===== src/rtl/fpa_align_shift.sv =====
// Operand swap and significand alignment stage of the FP adder: routes the larger operand to
// the large path and right-shifts the smaller one bit-serially. Optional macro: FPA_ALIGN_STICKY_EN.
module fpa_align_shift #(
    parameter int unsigned width = 32,
    parameter int unsigned exp_w = 8,
    parameter int unsigned man_w = 23
) (
    input  logic                 clk,
    input  logic                 rst_n,
    input  logic                 in_valid,
    output logic                 in_ready,
    input  logic [width-1:0]     a,
    input  logic [width-1:0]     b,
    input  logic                 a_gt_eq_b,
    output logic                 out_valid,
    input  logic                 out_ready,
    output logic                 sign_l,
    output logic                 eff_sub,
    output logic [exp_w-1:0]     exp_l,
    output logic [man_w+3:0]     man_l,
    output logic [man_w+3:0]     man_s
);

    localparam int unsigned SIG_W = man_w + 4;
    localparam int unsigned CNT_W = $clog2(SIG_W + 1);

`ifdef FPA_ALIGN_STICKY_EN
    localparam bit STICKY = 1'b1;
`else
    localparam bit STICKY = 1'b0;
`endif

    typedef enum logic [1:0] {IDLE, SHIFT, DONE} state_t;

    state_t             state_q, state_d;
    logic [CNT_W-1:0]   cnt_q, cnt_d;
    logic               out_valid_d, sign_l_d, eff_sub_d;
    logic [exp_w-1:0]   exp_l_d;
    logic [SIG_W-1:0]   man_l_d, man_s_d;

    // Operand routing and effective exponents (denormals use exponent 1)
    logic [exp_w-1:0]   raw_exp_l, raw_exp_s, eexp_l, eexp_s, diff;
    logic [man_w-1:0]   frac_l, frac_s;
    logic               hid_l, hid_s, accept;
    logic [SIG_W-1:0]   sig_s, shifted;

    assign in_ready = (state_q == IDLE) && rst_n;
    assign accept   = in_valid && in_ready;

    always_comb begin
        raw_exp_l = a_gt_eq_b ? a[width-2 -: exp_w] : b[width-2 -: exp_w];
        raw_exp_s = a_gt_eq_b ? b[width-2 -: exp_w] : a[width-2 -: exp_w];
        frac_l    = a_gt_eq_b ? a[man_w-1:0] : b[man_w-1:0];
        frac_s    = a_gt_eq_b ? b[man_w-1:0] : a[man_w-1:0];
        hid_l     = |raw_exp_l;
        hid_s     = |raw_exp_s;
        eexp_l    = hid_l ? raw_exp_l : exp_w'(1);
        eexp_s    = hid_s ? raw_exp_s : exp_w'(1);
        diff      = eexp_l - eexp_s;
        sig_s     = {hid_s, frac_s, 3'b000};
        shifted   = {1'b0, man_s[SIG_W-1:1]};
        // Without sticky, bits falling off the bottom are simply truncated
        shifted[0] = man_s[1] | (STICKY & man_s[0]);
    end

    // Next-state and next-register values
    always_comb begin
        state_d   = state_q;
        cnt_d     = cnt_q;
        sign_l_d  = sign_l;
        eff_sub_d = eff_sub;
        exp_l_d   = exp_l;
        man_l_d   = man_l;
        man_s_d   = man_s;
        unique case (state_q)
            IDLE: begin
                if (accept) begin
                    sign_l_d  = a_gt_eq_b ? a[width-1] : b[width-1];
                    eff_sub_d = a[width-1] ^ b[width-1];
                    exp_l_d   = eexp_l;
                    man_l_d   = {hid_l, frac_l, 3'b000};
                    man_s_d   = sig_s;
                    if (diff == '0) begin
                        state_d = DONE;
                    end else if (32'(diff) >= SIG_W) begin
                        man_s_d = STICKY ? SIG_W'(|sig_s) : '0;
                        state_d = DONE;
                    end else begin
                        cnt_d   = CNT_W'(diff);
                        state_d = SHIFT;
                    end
                end
            end
            SHIFT: begin
                man_s_d = shifted;
                cnt_d   = cnt_q - CNT_W'(1);
                if (cnt_q == CNT_W'(1)) begin
                    state_d = DONE;
                end
            end
            DONE: begin
                if (out_ready) begin
                    state_d = IDLE;
                end
            end
            default: state_d = IDLE;
        endcase
        out_valid_d = (state_d == DONE);
    end

    // State and datapath registers
    always_ff @(posedge clk) begin
        if (!rst_n) begin
            state_q   <= IDLE;
            cnt_q     <= '0;
            out_valid <= 1'b0;
            sign_l    <= 1'b0;
            eff_sub   <= 1'b0;
            exp_l     <= '0;
            man_l     <= '0;
            man_s     <= '0;
        end else begin
            state_q   <= state_d;
            cnt_q     <= cnt_d;
            out_valid <= out_valid_d;
            sign_l    <= sign_l_d;
            eff_sub   <= eff_sub_d;
            exp_l     <= exp_l_d;
            man_l     <= man_l_d;
            man_s     <= man_s_d;
        end
    end

endmodule

===== config.mk =====
export PLATFORM = sky130hd
export DESIGN_NAME = fpa_align_shift
export DESIGN_NICKNAME = d
export VERILOG_FILES = /design/src/rtl/fpa_align_shift.sv
export SDC_FILE = /design/constraint.sdc
export NUM_CORES = 1
export LEC_CHECK = 0
export BUFFER_PORTS_ARGS = -buffer_cell sky130_fd_sc_hd__buf_2
export CORE_ASPECT_RATIO = 1.4
export CORE_MARGIN = 3
export CORE_UTILIZATION = 40
export CTS_CLUSTER_DIAMETER = 60
export DETAILED_ROUTE_END_ITERATION = 16
export PLACE_DENSITY = 0.73
export SYNTH_ARGS = -nofsm -noshare
export SYNTH_HDL_FRONTEND = slang
export SYNTH_SLANG_ARGS = --single-unit

===== constraint.sdc =====
create_clock -name clk -period 4.49 [get_ports clk]
set_input_delay 0.449 -clock clk [delete_from_list [all_inputs] [get_ports clk]]
set_output_delay 0.449 -clock clk [all_outputs]
set_load 0.05 [all_outputs]

==> qor.log, run 1 <==
qor: logic_synthesis.synth-edff-count 0
qor: clocking.worstSkewPairLatency 0.33 ns
qor: layout.total_area_of_multi_input_combinational_cells 2390 um2
qor: worst_setup_path.critPathArrivalTime 4.04 ns
qor: die.initial_cell_density_of_the_core 0.415
qor: clocking.cts_buffer_depth 2
qor: sta.max_freq 264 MHz
qor: worst_setup_path.cp-start-kind input pin
qor: clocking.cts_post_setup_buffers_inserted 0
qor: sta.setup_repair_after_global_routing_missed_its_margin false
qor: global_routing.global_route.overflow_total 0
qor: clocking.numCtsBuffers 9
qor: layout.antenna_diode_count 0
qor: sta.final.setup.worst_slack 0.700 ns
qor: clocking.cts_sinks 69
qor: sta.number_of_failing_hold_endpoints_at_the_final_stage 0
qor: placement.worst_case_setup_slack_after_placement 0.383 ns
qor: power.power_density 381 nW/um2
qor: drt.route.detailed.vias_per_inst 5.42
qor: sta.relSlewSlack 0.199
qor: power.leakage 2.13 nW
qor: worst_setup_path.critical_path.slowest_cell sky130_fd_sc_hd__o311ai_1
qor: logic_synthesis.synthesis.area_per_instance 8.42 um2
qor: logic_synthesis.ys_seq_area_frac 0.346
qor: drt.ant_nets 0
qor: logic_synthesis.post_synth_inst_count 474
qor: global_routing.grt_pass1_vias 3,613
qor: flow_run.max-cap-violations 0
qor: logic_synthesis.syn_area 3990 um2
qor: global_routing.gr-usage-all-layers 0.189
qor: sta.timing_max_transition_violations_final 0
qor: drt.wl 10,900 um
qor: die.placeableCoreArea 9620 um2
qor: clocking.cts_resized 0
qor: placement.gp_congestion 0.866
qor: logic_synthesis.yosysWarningCount 0
qor: logic_synthesis.ys_async_rst_share 0
qor: outcome.run_status completed
qor: worst_setup_path.worst_path_most_repeated_cell sky130_fd_sc_hd__a211oi_1
qor: clocking.cts_hold_buffers 0
qor: clocking.clkSlewWorstSetupHoldPaths 0.06 ns
qor: worst_setup_path.reg2reg_slack 2.37 ns
qor: global_routing.grt_max_degree 58
qor: worst_setup_path.timing.critical_path.cells buf_2, buf_4, nor3_1, a22oi_1, nor4_1, a211oi_1, ha_1, fa_1, nor2_1, o32ai_1, nor3_2, a211oi_1, o311ai_1, o21ai_0, a21oi_1
qor: worst_setup_path.worstPathBufferInverterCount 2
qor: global_routing.initial_antenna_violation_count 0
qor: layout.fillers 947
qor: power.totalPowerFinal 1.89 mW
qor: layout.final_design_area_no_fill 4970 um2
qor: die.row_count 42
qor: clocking.tritoncts_clock_tree built
qor: sta.min_period_over_period 0.844
qor: drt.routed_wire_length_per_instance 15.2 um
qor: layout.area.sequential 1380 um2
qor: clocking.library_cell_used_as_clock_root_buffer sky130_fd_sc_hd__clkbuf_16
qor: drt.via_count 3,898
qor: drt.drc 0
qor: worst_setup_path.setup.worst_path.class input pin to register
qor: drt.firstDrtPassIters 5
qor: sta.setup_violations 0
qor: power.ir_drop 0.000196 V
qor: worst_setup_path.required 4.74 ns
qor: placement.place_area 4680 um2
qor: sta.tns 0 ns
qor: logic_synthesis.synth-seq-cells 69
qor: worst_setup_path.critical_path.endpoint_type register
qor: layout.area_delta_synth_final 24.6%
qor: worst_setup_path.critPathMaxFanout 14
qor: logic_synthesis.yosys_most_used_dff sky130_fd_sc_hd__dfxtp_1
qor: clocking.cts_htree_levels 3
qor: die.die_h 124 um
qor: worst_setup_path.critPathTopFamily compound AO/OA/AOI/OAI gates
qor: hold_path.hp-class register to register
qor: layout.final_core_utilization 0.517
qor: worst_setup_path.worst_path_largest_cell_delay 0.74 ns
qor: drt.dr.first_iter.drc_count 238
qor: sta.finalWorstPathRequiredPeriod 3.79 ns
qor: layout.drive_above_1_share 0.322
qor: global_routing.grt_pass1_wl 17,400 um
qor: placement.dp_wirelength 8020 um
qor: sta.worstMarginPinSlew 1.20 ns
qor: die.design.portCount 135
qor: placement.place.port_buffers 131
qor: sta.finalClockSkew 0.00450 ns
qor: die.floorplan.die_area 11,200 um2
qor: die.die_w 90.4 um
qor: layout.num-nets-final 661
qor: logic_synthesis.synth_cell_types 54
## state kept, by name, indices dropped and copies added, names as in the netlist
signal	flops
man_s	27
eff_sub	1
man_l	24
out_valid	1
sign_l	1
exp_l	8
state_q	2
cnt_q	5
## cell usage after synthesis, types with 4 or more instances
library cell / number / area share
sky130_fd_sc_hd__dfxtp_1: 69 / 0.35
sky130_fd_sc_hd__nand3_1: 58 / 0.073
sky130_fd_sc_hd__nand2_1: 44 / 0.041
sky130_fd_sc_hd__nor2_1: 37 / 0.035
sky130_fd_sc_hd__mux2i_1: 32 / 0.080
sky130_fd_sc_hd__mux2_2: 28 / 0.079
sky130_fd_sc_hd__a211oi_1: 27 / 0.051
sky130_fd_sc_hd__a31oi_1: 25 / 0.039
sky130_fd_sc_hd__clkbuf_1: 24 / 0.023
sky130_fd_sc_hd__a21oi_1: 13 / 0.016
sky130_fd_sc_hd__o21ai_0: 13 / 0.016
sky130_fd_sc_hd__buf_2: 10 / 0.013
sky130_fd_sc_hd__ha_1: 9 / 0.028
sky130_fd_sc_hd__nand2b_1: 8 / 0.013
sky130_fd_sc_hd__inv_1: 7 / 0.0066
sky130_fd_sc_hd__nor3_1: 7 / 0.0088
sky130_fd_sc_hd__xnor2_1: 5 / 0.011
sky130_fd_sc_hd__nand4_1: 4 / 0.0063
## report_power, final
part | internal [mW] | leakage, nW | switching (mW)
clock | 0.429 | 0.138 | 0.262
combinational | 0.175 | 1.43 | 0.352
sequential | 0.652 | 0.563 | 0.0235
total | 1.26 | 2.13 | 0.637
## layout make-up
type                    instances  area share
clock buffers                  10      0.0460
clock inverters                 6      0.0128
well taps                     132      0.0332
flip-flops and latches         69       0.278
repair buffers                138       0.145
multi-input cells             357       0.480
inverters                       7     0.00528
## kinds of logic (layout without fill, tap and decap cells)
logic type                 Yosys count  after routing  synth area share
adders and majority gates           10             10            0.0332
buffers and inverters               50            161            0.0586
muxes                               60             60             0.159
other                                1              3          0.000940
AOI/OAI and AO/OA                   98             98             0.166
DFF                                 69             69             0.346
and+or+nand+nor                    180            180             0.222
xor gates and xnor gates             6              6            0.0132
## per-layer routing
layer | GRT usage | routed length (um)
met1 | 0.209 | 4410
met2 | 0.354 | 5990
met3 | 0.0423 | 379
met4 | 0.0747 | 149
met5 | 0 | 0
## through the flow
stage,hold WS [ns],std cells
5_1_grt,0.467,719
6_report,0.459,719
3_5_place_dp,0.453,703
2_1_floorplan,0.473,476
4_1_cts,0.457,719
3_3_place_gp,0.446,703
## final timing paths
check	startpoint	to	cells after the start
max	a_gt_eq_b	out_valid	15
min	exp_l[3]	exp_l[3]	2
max reg2reg	state_q[0]	cnt_q[2]	5
min reg2reg	exp_l[3]	exp_l[3]	2
## placed cells by master (no fill, tap or decap), types with 5 or more instances in the layout
master,n
sky130_fd_sc_hd__nor3_1,7
sky130_fd_sc_hd__nand2b_1,8
sky130_fd_sc_hd__o21ai_0,13
sky130_fd_sc_hd__xnor2_1,5
sky130_fd_sc_hd__nand2_1,44
sky130_fd_sc_hd__clkbuf_16,9
sky130_fd_sc_hd__ha_1,9
sky130_fd_sc_hd__dfxtp_1,69
sky130_fd_sc_hd__a211oi_1,27
sky130_fd_sc_hd__mux2i_1,32
sky130_fd_sc_hd__a21oi_1,13
sky130_fd_sc_hd__buf_4,6
sky130_fd_sc_hd__nor2_1,37
sky130_fd_sc_hd__buf_2,131
sky130_fd_sc_hd__inv_1,6
sky130_fd_sc_hd__a31oi_1,25
sky130_fd_sc_hd__nand3_1,58
sky130_fd_sc_hd__mux2_2,28
## tightest hold or removal path, stage by stage (launching register included)
cell	delay, ns
sky130_fd_sc_hd__dfxtp_1	0.30
sky130_fd_sc_hd__nand2_1	0.04
sky130_fd_sc_hd__o21ai_0	0.06
Power figures use the tool's default switching activity.
==> run 2, diff against run 1 <==
Clock period 4.49 ns to 3.9 ns, I/O delays scaled along.
==> run 2 against run 1 <==
  * Combinational power increased by 16%
  * Register-to-register slack lost 0.46 ns
  * Design area about the same
  * Via count up 0.28%
  * Wire length is 0.33% lower
  * Clock-buffer cell count up 2
  * Hold slack got worse by 0.072 ns
==> qor.log, run 2 (synthesized netlist as in run 1, its figures left out) <==
qor: layout.final_cell_mix 131 x sky130_fd_sc_hd__buf_2, 69 x sky130_fd_sc_hd__dfxtp_1, 58 x sky130_fd_sc_hd__nand3_1
qor: drt.firstDrtPassIters 4
qor: clocking.cts_post_setup_buffers_inserted 0
qor: clocking.tritoncts_clock_tree built
qor: clocking.cts_buffer_depth 2
qor: sta.tns 0 ns
qor: clocking.cts_htree_levels 3
qor: placement.dp_wirelength 8240 um
qor: layout.drive_above_1_share 0.323
qor: power.ir_drop 0.000215 V
qor: worst_setup_path.ff2ff_path_depth 5
qor: hold_path.hold_path.startpoint a[31]
qor: hold_path.sink_of_the_worst_hold_path eff_sub
qor: sta.setup_violations 0
qor: clocking.library_cell_used_as_clock_root_buffer sky130_fd_sc_hd__clkbuf_16
qor: drt.via_count 3,909
qor: sta.setup_repair_after_global_routing_missed_its_margin false
qor: global_routing.gr-usage-all-layers 0.190
qor: worst_setup_path.critical_path.endpoint_type register
qor: layout.final_core_utilization 0.517
qor: sta.finalWorstPathRequiredPeriod 3.56 ns
qor: layout.flip_flop_count_of_the_largest_register_after_layout 27
qor: layout.regMostFlops man_s
qor: clocking.cts_resized 0
qor: layout.fillers 915
qor: layout.largest_registers man_s: 27 flops, man_l: 24 flops, exp_l: 8 flops
qor: worst_setup_path.timing.rr.start state_q[0]
qor: die.row_count 42
qor: clocking.worstSkewPairLatency 0.32 ns
qor: worst_setup_path.critPathMaxFanout 9
qor: placement.place_area 4700 um2
qor: placement.gp_congestion 0.912
qor: sta.worstMarginPinSlew 0.743 ns
qor: drt.wl 10,900 um
qor: worst_setup_path.reg2reg_to man_l[10]
qor: placement.place.port_buffers 131
qor: placement.worst_case_setup_slack_after_placement 0.0672 ns
qor: sta.final.setup.worst_slack 0.339 ns
qor: clocking.numCtsBuffers 9
qor: layout.antenna_diode_count 0
qor: worst_setup_path.reg2reg_slack 1.91 ns
qor: sta.number_of_failing_hold_endpoints_at_the_final_stage 0
qor: flow_run.max-cap-violations 0
qor: die.die_w 90.4 um
qor: global_routing.initial_antenna_violation_count 0
qor: global_routing.grt_max_degree 58
qor: worst_setup_path.required 4.09 ns
qor: placement.placed_cells 706
qor: die.design.portCount 135
qor: layout.final_design_area_no_fill 4970 um2
qor: sta.min_period_over_period 0.913
qor: power.totalPowerFinal 2.12 mW
qor: sta.finalClockSkew 0.00593 ns
qor: sta.timing_max_transition_violations_final 0
qor: drt.routed_wire_length_per_instance 15.1 um
qor: power.power_density 426 nW/um2
qor: outcome.run_status completed
qor: global_routing.global_route.overflow_total 0
qor: clocking.clkSlewWorstSetupHoldPaths 0.05 ns
qor: worst_setup_path.critPathArrivalTime 3.75 ns
qor: drt.ant_nets 0
qor: layout.stdcell_count 720
qor: layout.num-nets-final 664
qor: hold_path.number_of_instances_on_the_worst_hold_path 3
qor: clocking.cts_hold_buffers 0
qor: die.initial_cell_density_of_the_core 0.415
qor: layout.layout.cells.most_common sky130_fd_sc_hd__buf_2
qor: hold_path.hp-class input pin to register
qor: sta.fin_hold_ws 0.387 ns
qor: sta.max_freq 281 MHz
qor: global_routing.grt_pass1_vias 3,726
qor: die.placeableCoreArea 9620 um2
qor: drt.route.detailed.vias_per_inst 5.43
qor: worst_setup_path.cp-start-kind input pin
qor: clocking.cts_sinks 69
qor: worst_setup_path.setup.worst_path.class input pin to register
qor: die.die_h 124 um
qor: sta.relSlewSlack 0.504
qor: power.leakage 2.14 nW
qor: drt.drc 0
qor: global_routing.grt_pass1_wl 17,500 um
qor: layout.area_delta_synth_final 24.5%
qor: die.floorplan.die_area 11,200 um2
qor: drt.dr.first_iter.drc_count 193
run 2: cell types whose count changed in the layout (fill, tap and decap cells not counted):
cell and change:
sky130_fd_sc_hd__buf_4 +3, sky130_fd_sc_hd__bufinv_16 -1, sky130_fd_sc_hd__clkbuf_8 +2, sky130_fd_sc_hd__clkinv_4 -1, sky130_fd_sc_hd__clkinvlp_4 -2
run 2: worst max-delay path by stage:
stage               startpoint  endpoint  slack, ns
floorplan            a_gt_eq_b  cnt_q[3]       0.42
global route         a_gt_eq_b  cnt_q[1]       0.05
CTS                  a_gt_eq_b  cnt_q[1]       0.41
finish               a_gt_eq_b  cnt_q[1]       0.34
detailed placement   a_gt_eq_b  cnt_q[1]       0.07
global placement     a_gt_eq_b  cnt_q[1]       0.20
run 2: power breakdown:
part,internal [mW],switching (mW)
Combinational,0.208,0.402
Sequential,0.752,0.0275
Clock,0.455,0.273
run 2: worst max-delay path, stage by stage:
cell	delay, ns
sky130_fd_sc_hd__buf_2	0.18
sky130_fd_sc_hd__mux2_2	0.38
sky130_fd_sc_hd__nor4_1	0.40
sky130_fd_sc_hd__a211oi_1	0.12
sky130_fd_sc_hd__ha_1	0.25
sky130_fd_sc_hd__fa_1	0.53
sky130_fd_sc_hd__nor2_1	0.07
sky130_fd_sc_hd__o32ai_1	0.17
sky130_fd_sc_hd__nor3_2	0.08
sky130_fd_sc_hd__a311oi_1	0.35
sky130_fd_sc_hd__o311ai_1	0.14
sky130_fd_sc_hd__buf_4	0.18
sky130_fd_sc_hd__nor3_1	0.30
sky130_fd_sc_hd__o221ai_1	0.18
run 2: layout make-up:
type	count	area (um2)	area share
multi-input cells	357	2390	0.480
flip-flops and latches	69	1380	0.278
repair buffers	141	743	0.150
clock buffers	12	256	0.0516
well taps	132	165	0.0332
inverters	7	26.3	0.00529
clock inverters	2	10.0	0.00201
run 2: metal layers:
metal	global-route usage	wire [um]	share of wire
met1	0.206	4240	0.39
met2	0.367	6050	0.56
met3	0.0356	487	0.045
met4	0.0718	111	0.010
met5	0	0	0
==> run 3, diff against run 2 <==
Settings changed: RECOVER_POWER set to 50.
==> run 3 against run 2 <==
  * Clock power about the same
  * Sequential power about the same
  * Largest cell class unchanged
  * Register-to-register slack barely moved
  * Combinational power decreased by 2%
  * Flip-flop and latch count stayed put
  * Non-clock buffer count stayed put
  * Total power is 0.40% lower
  * First-iteration DRC count shrank 6.7%
  * Global-route usage stayed put
==> qor.log, run 3 (synthesized netlist as in run 1, its figures left out) <==
qor: worst_setup_path.ff2ff_path_depth 5
qor: power.leakage 1.87 nW
qor: sta.finalClockSkew 0.00421 ns
qor: worst_setup_path.worst_path_largest_cell_delay 0.53 ns
qor: worst_setup_path.setup.worst_path.class input pin to register
qor: drt.dr.first_iter.drc_count 180
qor: drt.ant_nets 0
qor: worst_setup_path.reg2reg_to man_l[10]
qor: sta.relSlewSlack 0.426
qor: worst_setup_path.critical_path.slowest_cell sky130_fd_sc_hd__fa_1
qor: global_routing.gr-usage-all-layers 0.190
qor: flow_run.max-cap-violations 0
qor: drt.firstDrtPassIters 4
qor: drt.routed_wire_length_per_instance 15.2 um
qor: placement.dp_wirelength 8240 um
qor: drt.wl 10,900 um
qor: die.design.portCount 135
qor: layout.final_cell_mix 69 x sky130_fd_sc_hd__dfxtp_1, 67 x sky130_fd_sc_hd__buf_2, 65 x sky130_fd_sc_hd__clkbuf_1
qor: worst_setup_path.crit_path_end cnt_q[1]
qor: die.placeableCoreArea 9620 um2
qor: die.floorplan.die_area 11,200 um2
qor: hold_path.hp-class input pin to register
qor: sta.finalWorstPathRequiredPeriod 3.56 ns
qor: global_routing.grt_pass1_wl 17,500 um
qor: die.die_w 90.4 um
qor: layout.num-nets-final 664
qor: die.initial_cell_density_of_the_core 0.415
qor: drt.via_count 3,878
qor: sta.number_of_failing_hold_endpoints_at_the_final_stage 0
qor: sta.setup_repair_after_global_routing_missed_its_margin false
qor: layout.drive_above_1_share 0.213
qor: global_routing.grt_pass1_vias 3,726
qor: drt.detailroute.wirelength.met2 5990 um
qor: outcome.run_status completed
qor: global_routing.initial_antenna_violation_count 0
qor: clocking.tritoncts_clock_tree built
qor: sta.min_period_over_period 0.914
qor: layout.final_design_area_no_fill 4890 um2
qor: placement.place.port_buffers 131
qor: global_routing.global_route.overflow_total 0
qor: die.die_h 124 um
qor: clocking.clkSlewWorstSetupHoldPaths 0.05 ns
qor: clocking.cts_post_setup_buffers_inserted 0
qor: clocking.cts_buffer_depth 2
qor: drt.dr_wl_met3 452 um
qor: clocking.library_cell_used_as_clock_root_buffer sky130_fd_sc_hd__clkbuf_16
qor: sta.setup_violations 0
qor: layout.layout.cells.most_common sky130_fd_sc_hd__dfxtp_1
qor: placement.gp_congestion 0.912
qor: worst_setup_path.critPathMaxFanout 9
qor: clocking.cts_hold_buffers 0
qor: drt.drc 0
qor: drt.route.detailed.vias_per_inst 5.39
qor: drt.routed.top_layer met4
qor: sta.timing_max_transition_violations_final 0
qor: sta.worstMarginPinSlew 0.860 ns
qor: die.row_count 42
qor: clocking.cts_htree_levels 3
qor: worst_setup_path.critical_path.endpoint_type register
qor: clocking.cts_resized 0
qor: worst_setup_path.critical_path.startpoint a_gt_eq_b
qor: worst_setup_path.required 4.08 ns
qor: worst_setup_path.critPathArrivalTime 3.75 ns
qor: sta.tns 0 ns
qor: worst_setup_path.reg2reg_slack 1.91 ns
qor: layout.area_delta_synth_final 22.5%
qor: drt.drt-met1-wl 4300 um
qor: clocking.cts_sinks 69
qor: clocking.worstSkewPairLatency 0.32 ns
qor: sta.max_freq 281 MHz
qor: global_routing.grt_max_degree 58
qor: layout.fillers 944
qor: layout.antenna_diode_count 0
qor: layout.regMostFlops man_s
qor: power.ir_drop 0.000215 V
qor: worst_setup_path.timing.critical_path.cells buf_2, mux2_2, nor4_1, a211oi_1, ha_1, fa_1, nor2_1, o32ai_1, nor3_2, a311oi_1, o311ai_1, buf_4, nor3_1, o221ai_1
qor: placement.place_area 4700 um2
qor: worst_setup_path.timing.rr.start state_q[0]
qor: worst_setup_path.cp-start-kind input pin
qor: layout.largest_registers man_s: 27 flops, man_l: 24 flops, exp_l: 8 flops
qor: layout.flip_flop_count_of_the_largest_register_after_layout 27
qor: clocking.numCtsBuffers 9
qor: power.power_density 431 nW/um2
[run 3: changes by cell type in the layout (fill, tap and decap cells not counted), sizes merged]
cell,delta
buf,-64
inv,-1
clkinv,+1
clkbuf,+64
[run 3: how the worst min path moves through the flow]
stage | from | endpoint | slack (ns) | cells past startpoint
6_report | a[31] | eff_sub | 0.39 | 3
5_1_grt | b[4] | man_l[7] | 0.42 | 3
4_1_cts | a[31] | eff_sub | 0.37 | 3
3_5_place_dp | exp_l[6] | exp_l[6] | 0.46 | 2
3_3_place_gp | exp_l[3] | exp_l[3] | 0.45 | 2
2_1_floorplan | cnt_q[2] | cnt_q[2] | 0.47 | 2
[run 3: power breakdown]
part / switching [mW] / internal, mW
combinational: 0.402 / 0.196
sequential: 0.0288 / 0.752
clock: 0.274 / 0.455
total: 0.705 / 1.40
[run 3: cell type report]
cell class	count	area, um2	share of cell area
clock buffer	12	256	0.0525
inverter	7	26.3	0.00537
tap	132	165	0.0338
sequential	69	1380	0.283
multi-input combinational	357	2390	0.488
clock inverter	2	10.0	0.00205
timing repair buffer	141	663	0.136
[run 3: layer usage]
| metal | track usage | vias to the layer above |
|---|---|---|
| met2 | 0.367 | 104 |
| met3 | 0.0356 | 16 |
| li1 | - | 1952 |
| met4 | 0.0718 | 0 |
| met5 | 0 | - |
| met1 | 0.206 | 1806 |
[run 3: per-stage QoR]
| step | setup slack, ns | power [mW] | cells | hold WS [ns] | util |
|---|---|---|---|---|---|
| floorplan | 0.424 | 1.26 | 476 | 0.473 | - |
| global placement | 0.197 | 1.39 | 706 | 0.446 | 0.489 |
| detailed placement | 0.0672 | 1.40 | 706 | 0.461 | 0.489 |
| CTS | 0.408 | 2.14 | 720 | 0.375 | 0.517 |
| global route | 0.0529 | 2.21 | 720 | 0.416 | 0.508 |
| finish | 0.337 | 2.11 | 720 | 0.388 | 0.508 |
[run 3: critical path, delay by kind of cell]
kind | cells | cell delay, ns
AOI/OAI and AO/OA | 5 | 0.96
adders and majority gates | 2 | 0.78
buffers and inverters | 2 | 0.35
muxes | 1 | 0.38
and+or+nand+nor | 4 | 0.86
